[config.mk]
export PLATFORM = sky130hd
export DESIGN_NAME = mem_arbiter
export DESIGN_NICKNAME = d
export VERILOG_FILES = /design/src/rtl/mem_arb_pkg.sv /design/src/rtl/mem_arbiter.sv
export SDC_FILE = /design/constraint.sdc
export NUM_CORES = 1
export LEC_CHECK = 0
export ABC_AREA = 0
export BUFFER_PORTS_ARGS = -buffer_cell sky130_fd_sc_hd__buf_4
export CAP_MARGIN = 15
export CORE_AREA = 10 10 636 638
export DETAILED_ROUTE_END_ITERATION = 7
export DIE_AREA = 0 0 646 648
export SETUP_SLACK_MARGIN = 0.3
export SYNTH_ARGS = -nofsm -noshare
export SYNTH_HDL_FRONTEND = slang
export SYNTH_SLANG_ARGS = --single-unit
export TNS_END_PERCENT = 5
[constraint.sdc]
create_clock -name clk_i -period 1.8 [get_ports clk_i]
set_input_delay 0.36 -clock clk_i [delete_from_list [all_inputs] [get_ports clk_i]]
set_output_delay 0.36 -clock clk_i [all_outputs]
set_load 0.05 [all_outputs]
[src/rtl/mem_arb_pkg.sv]
// Shared definitions for the two-port memory arbiter: grant state encoding,
// port identifiers and the memory line width.
package mem_arb_pkg;

    // Width of one off-chip memory line in bits
    localparam int LINE_W = 256;

    // Port identifiers as stored in the "last served" register
    localparam logic PORT_IC = 1'b0;
    localparam logic PORT_DC = 1'b1;

    // Arbiter states: idle, or memory owned by port 0 / port 1
    typedef enum logic [1:0] {
        IDLE   = 2'd0,
        GRANT0 = 2'd1,
        GRANT1 = 2'd2
    } arbState_t;

    // Maps a port identifier onto the state that grants it
    function automatic arbState_t grantOf(input logic port);
        return (port == PORT_DC) ? GRANT1 : GRANT0;
    endfunction

endpackage

[src/rtl/mem_arbiter.sv]
// Round-robin arbiter sharing one line-wide data memory between the
// instruction-cache refill port (port 0) and the data-cache port (port 1).
// A grant is held until the memory acknowledges or the requester aborts,
// and every transaction is followed by one idle cycle with the memory
// request low so the memory model always sees a fresh request edge.
module mem_arbiter
    import mem_arb_pkg::*;
#(
    parameter int DATA_W = LINE_W,
    parameter int ADDR_W = 32
) (
    input  logic              clk_i,
    input  logic              rst_i,

    input  logic              p0_enable_i,
    input  logic              p0_write_i,
    input  logic [ADDR_W-1:0] p0_addr_i,
    input  logic [DATA_W-1:0] p0_data_i,
    output logic [DATA_W-1:0] p0_data_o,
    output logic              p0_ack_o,

    input  logic              p1_enable_i,
    input  logic              p1_write_i,
    input  logic [ADDR_W-1:0] p1_addr_i,
    input  logic [DATA_W-1:0] p1_data_i,
    output logic [DATA_W-1:0] p1_data_o,
    output logic              p1_ack_o,

    output logic              mem_enable_o,
    output logic              mem_write_o,
    output logic [ADDR_W-1:0] mem_addr_o,
    output logic [DATA_W-1:0] mem_data_o,
    input  logic [DATA_W-1:0] mem_data_i,
    input  logic              mem_ack_i
);

    arbState_t r_state;
    arbState_t w_nextState;
    logic      r_last;
    logic      w_nextLast;

    // State and last-served port register; reset makes port 0 win first contention
    always_ff @(posedge clk_i) begin
        if (rst_i) begin
            r_state <= IDLE;
            r_last  <= PORT_DC;
        end else begin
            r_state <= w_nextState;
            r_last  <= w_nextLast;
        end
    end

    // Next-state logic: round-robin pick in IDLE, release on ack or abort
    always_comb begin
        w_nextState = r_state;
        w_nextLast  = r_last;
        case (r_state)
            IDLE: begin
                if (p0_enable_i && p1_enable_i) begin
                    w_nextState = grantOf(~r_last);
                end else if (p0_enable_i) begin
                    w_nextState = GRANT0;
                end else if (p1_enable_i) begin
                    w_nextState = GRANT1;
                end
            end
            GRANT0: begin
                if (mem_ack_i) begin
                    w_nextState = IDLE;
                    w_nextLast  = PORT_IC;
                end else if (!p0_enable_i) begin
                    w_nextState = IDLE;
                end
            end
            GRANT1: begin
                if (mem_ack_i) begin
                    w_nextState = IDLE;
                    w_nextLast  = PORT_DC;
                end else if (!p1_enable_i) begin
                    w_nextState = IDLE;
                end
            end
            default: begin
                w_nextState = IDLE;
            end
        endcase
    end

    // Memory-side mux and per-port acks; IDLE parks the mux on port 0 with the request low
    always_comb begin
        mem_enable_o = 1'b0;
        mem_write_o  = 1'b0;
        mem_addr_o   = p0_addr_i;
        mem_data_o   = p0_data_i;
        p0_ack_o     = 1'b0;
        p1_ack_o     = 1'b0;
        case (r_state)
            GRANT0: begin
                mem_enable_o = p0_enable_i;
                mem_write_o  = p0_write_i;
                p0_ack_o     = mem_ack_i;
            end
            GRANT1: begin
                mem_enable_o = p1_enable_i;
                mem_write_o  = p1_write_i;
                mem_addr_o   = p1_addr_i;
                mem_data_o   = p1_data_i;
                p1_ack_o     = mem_ack_i;
            end
            default: begin
                mem_enable_o = 1'b0;
            end
        endcase
    end

    // Read data goes to both ports; only the ack tells a port the data is its own
    assign p0_data_o = mem_data_i;
    assign p1_data_o = mem_data_i;

endmodule

; After elaboration in Yosys (flattened, before gate mapping)
; Cells that the tools add are included.
[word_totals]
reg_bits = 3
in_bits = 839
output_inout_bits = 804
[classes]
n_eq_ne = 7
mux = 18
reduce_logical = 5
[ops]
columns = op, count
row1 = 256-bit 2-to-1 mux, 1
row2 = 32-bit 2-to-1 mux, 1
row3 = 2-bit 2-to-1 mux, 8
row4 = 3-bit inequality test (second input constant), 2
row5 = 1-bit one-hot mux with 2 select lines, 3
row6 = 2-bit one-hot mux with 3 select lines, 1
row7 = 3-bit AND reduction, 2
row8 = 1-bit 2-to-1 mux, 4
row9 = 2-bit inequality test (second input constant), 2
row10 = 4-bit inequality test (second input constant), 1
row11 = 2-bit by 1-bit == test with 1-bit output (second input constant), 1
row12 = 2-bit == test (second input constant), 1
row13 = 2-bit logical NOT, 1
row14 = 2-bit nonzero test, 1
row15 = 1-bit logical AND, 1

; Longest topological paths before layout
[logic_depth]
word_depth = 4
ltp_mapped = 6
depth_no_buf = 5

; Worst setup path before layout
; Ideal clock, no wire load.
[synth_timing]
path_kind = register to output
from = register r_state[0]
to = output port mem_write_o
t_arrival_ns = 1.748
path_slack_ns = -0.308
stages_incl_launch_ff = 7
path_buffers = 2
path_cell_list = dfxtp_1 -> inv_1 -> ha_1 -> buf_2 -> buf_2 -> a22oi_1 -> nor2b_1
[synth_via]
elab_chain_cells = 2
word_cells_on_any_way = 3
[synth_lines]
columns = item, line
row1 = "start, declared", mem_arbiter.sv:37  ; arbState_t r_state;
row2 = "start signal, assigned", mem_arbiter.sv:48  ; r_state <= w_nextState;
row3 = 2-bit == test / 2-bit by 1-bit == test with 1-bit output (equally long branches), mem_arbiter.sv:97  ; case (r_state)
row4 = 1-bit one-hot mux with 2 select lines (*), mem_arbiter.sv:97
row5 = "end, declared", mem_arbiter.sv:30  ; output logic mem_write_o,
; Every way passes the cells marked *; elsewhere a longest branch is shown, timed or not.

; Worst setup path in the final report
[layout_timing]
from = register r_state[0]
to = output port mem_data_o[170]
[layout_via]
elab_chain_cells = 2
[layout_lines]
columns = item, line
row1 = 2-bit == test, mem_arbiter.sv:97
row2 = 256-bit 2-to-1 mux, mem_arbiter.sv:97
row3 = "end, declared", mem_arbiter.sv:32  ; output logic [DATA_W-1:0] mem_data_o,
; Every way passes these cells.

==> results.tsv <==
metric	value	unit
worst setup margin	-477	ps
routed len/inst	54.0	um
Overflow after GRT	0	
Avg Inst Size Synth	8.84	um^2
Slew Limit Headroom	73.6	%
CTS Buf Count	3	
post-DP HPWL	346000	um
Final ANT Viol Nets	0	
Data arrival, critical path	1920	ps
Slowest-stage cell, CP	mux2_2	
failing checks	negative setup slack	
Die X-Extent	646	um
area of the multi-input gates	3740	um^2
row cnt	230	
worst skew pair latency	230	ps
Cells after Synth	861	
RSZ-0062 raised after global routing	yes	
first-pass GRT wire length	376000	um
I/O Buffers	874	
warning count from the yosys run	0	
Final nets	2085	
Clk pin slew, worst setup/hold paths	30	ps
Slew @ Worst Pin	399	ps
worst path required time	1440	ps
Max Cap Viol	0	
post-synthesis instance area	7610	um^2
worst hold path class	in2reg	
Highest Clock Rate	0.439	GHz
Initial Utilization	1.94	%
crit path to	mem_data_o[170]	
peak supply drop	0.000210	V
# clock sinks	3	
hold path depth	2	
Worst Skew	3.40	ps
vias	10700	
Area Overhead vs Synth	147	%
post-synthesis register bit count	3	
reg2reg start	r_state[0]$_SDFFE_PP0P_	
Setup crit start kind	register	
total wire length	355000	um
total power	8.74	mW
crit path kind	reg2out	
final worst path period need	2280	ps
Mapped Nets	1705	
final slew viol count	0	
TritonCTS clock tree	built	
Reg2Reg Capture Point	r_state[1]$_SDFFE_PP0P_	
Hold Vio Cnt, Final	0	
Synth cell types	20	
root buffer cell	clkbuf_16	
Worst R2R Setup Slack	200	ps
largest net degree at the start of global routing	34	
register area share after synthesis	0.789	%
critical path startpoint	r_state[0]$_SDFFE_PP0P_	
Worst Path Max Fanout	19	
vias in the first global route	9463	
H-tree Lvls	1	
Residual DRC	0	
fraction of layout cells with a size suffix above 1	98.8	%
Reg area	62.6	um^2
GRT Total Usage	16.1	%
crit-path cells	inv_2 -> ha_4 -> buf_6 -> buf_12 -> buf_4 -> buf_12 -> mux2_2 -> buf_6	
initial drt markers	636	
Die Y	648	um
CTS Buffer Depth	2	
DRT Pass-1 Iters	5	
Final setup viols	290	
fillers	46500	
crit path capture type	output pin	
cts hold-fix bufs	0	
PwrDens	465	nW/um^2
Final GP Congestion	0.805	
WHS	378	ps
reg2reg path depth	7	
status	complete, but fails checks	
P_leak	6.23	nW
antenna violations before repair	403	
CP max stage delay	370	ps
I/O Pins	1643	
Final Cycle Share	126	%
vias per cell	1.62	
DIE AREA	419000	um^2
Core ar.	391000	um^2
## through the flow
step	setup TNS, ps	setup WS [ps]	area (um^2)	util (%)	instances
floorplan	0	30.3	7660	-	861
global placement	-35590	-242	17100	4.37	6444
detailed placement	-37520	-248	17100	4.37	6444
CTS	-108780	-485	17700	4.52	6449
global route	-123530	-523	18600	4.74	6488
finish	-103500	-477	18800	4.80	6584
## area by class of cell
class	count	area share (%)
sequential	3	0.333
timing repair buffer	919	42.9
antenna	124	1.65
tap	5220	34.8
inverter	2	0.0533
multi-input combinational	312	19.9
clock buffer	4	0.419
## worst min-delay path by stage
stage	from	slack (ps)	to
after floorplan	r_last$_SDFFE_PP1P_	450	r_last$_SDFFE_PP1P_
final	rst_i	380	r_last$_SDFFE_PP1P_
after CTS	rst_i	380	r_last$_SDFFE_PP1P_
after global placement	r_last$_SDFFE_PP1P_	470	r_last$_SDFFE_PP1P_
after detailed placement	r_last$_SDFFE_PP1P_	470	r_last$_SDFFE_PP1P_
after global routing	rst_i	380	r_last$_SDFFE_PP1P_
## cell usage after synthesis
cell       instances  area (um^2)
nand3_1            1         5.00
buf_2             21          105
mux2_4             9          135
ha_1               5         62.6
inv_1              2         7.51
mux2_2           279         3140
mux2i_1            1         10.0
a21boi_0           1         7.51
and2_1             2         12.5
a22oi_1            3         22.5
nand2_1            1         3.75
buf_6             11          124
mux2_1             1         11.3
a2bb2oi_1          1         8.76
nor2b_1            3         18.8
a221o_1            1         10.0
buf_4            512         3840
nor2_1             2         7.51
dfxtp_1            3         60.1
nand2b_1           2         12.5
## cells in the final DEF, fill, tap and decap left out, types with 2 or more instances in the layout
| master | count |
|---|---|
| diode_2 | 124 |
| buf_16 | 5 |
| buf_8 | 21 |
| ha_4 | 3 |
| and2_4 | 2 |
| a22oi_2 | 2 |
| dfxtp_2 | 2 |
| buf_4 | 714 |
| clkbuf_16 | 5 |
| nor2_1 | 2 |
| mux2_4 | 63 |
| nand2b_1 | 2 |
| buf_12 | 23 |
| buf_6 | 154 |
| ha_1 | 2 |
| mux2_2 | 226 |
## critical path, delay by kind of cell, from the launching register on
kind | cells | cell delay (ps)
flip-flops | 1 | 310
multiplexers | 1 | 370
adder cells (fa/ha/maj) | 1 | 170
buffers and inverters | 6 | 800
## registers in the layout (all words and copies together) (netlist names)
| register | cells |
|---|---|
| r_last | 1 |
| r_state | 2 |
## layer usage
layer  global-route usage, %  part of all wire [%]
met2                    26.1                    45
met1                    10.9                    23
met4                    2.66                   2.6
met5                    2.91                  0.93
met3                    21.8                    29
## cells by family after synthesis
group | after synthesis | synth area share, %
compound gates | 6 | 0.641
buf+inv | 546 | 53.6
fa+ha+maj | 5 | 0.822
mux | 290 | 43.3
simple gates | 11 | 0.789
flops | 3 | 0.789
## timing repair
item,in CTS,in global routing
endpoints found under the setup margin,294,294
pin swaps,1,4
setup buffers,0,9
resized for setup,120,172
cloned,1,2
endpoints found under the hold margin,0,0
## power breakdown
group          total [mW]  switching [mW]  internal, mW  leakage, nW
clock               0.362          0.0689         0.293       0.0389
sequential         0.0801         0.00507        0.0751       0.0254
combinational        8.30            5.06          3.24         6.17
total                8.74            5.13          3.61         6.23
Note: power is estimated with default switching activity, not from simulation.
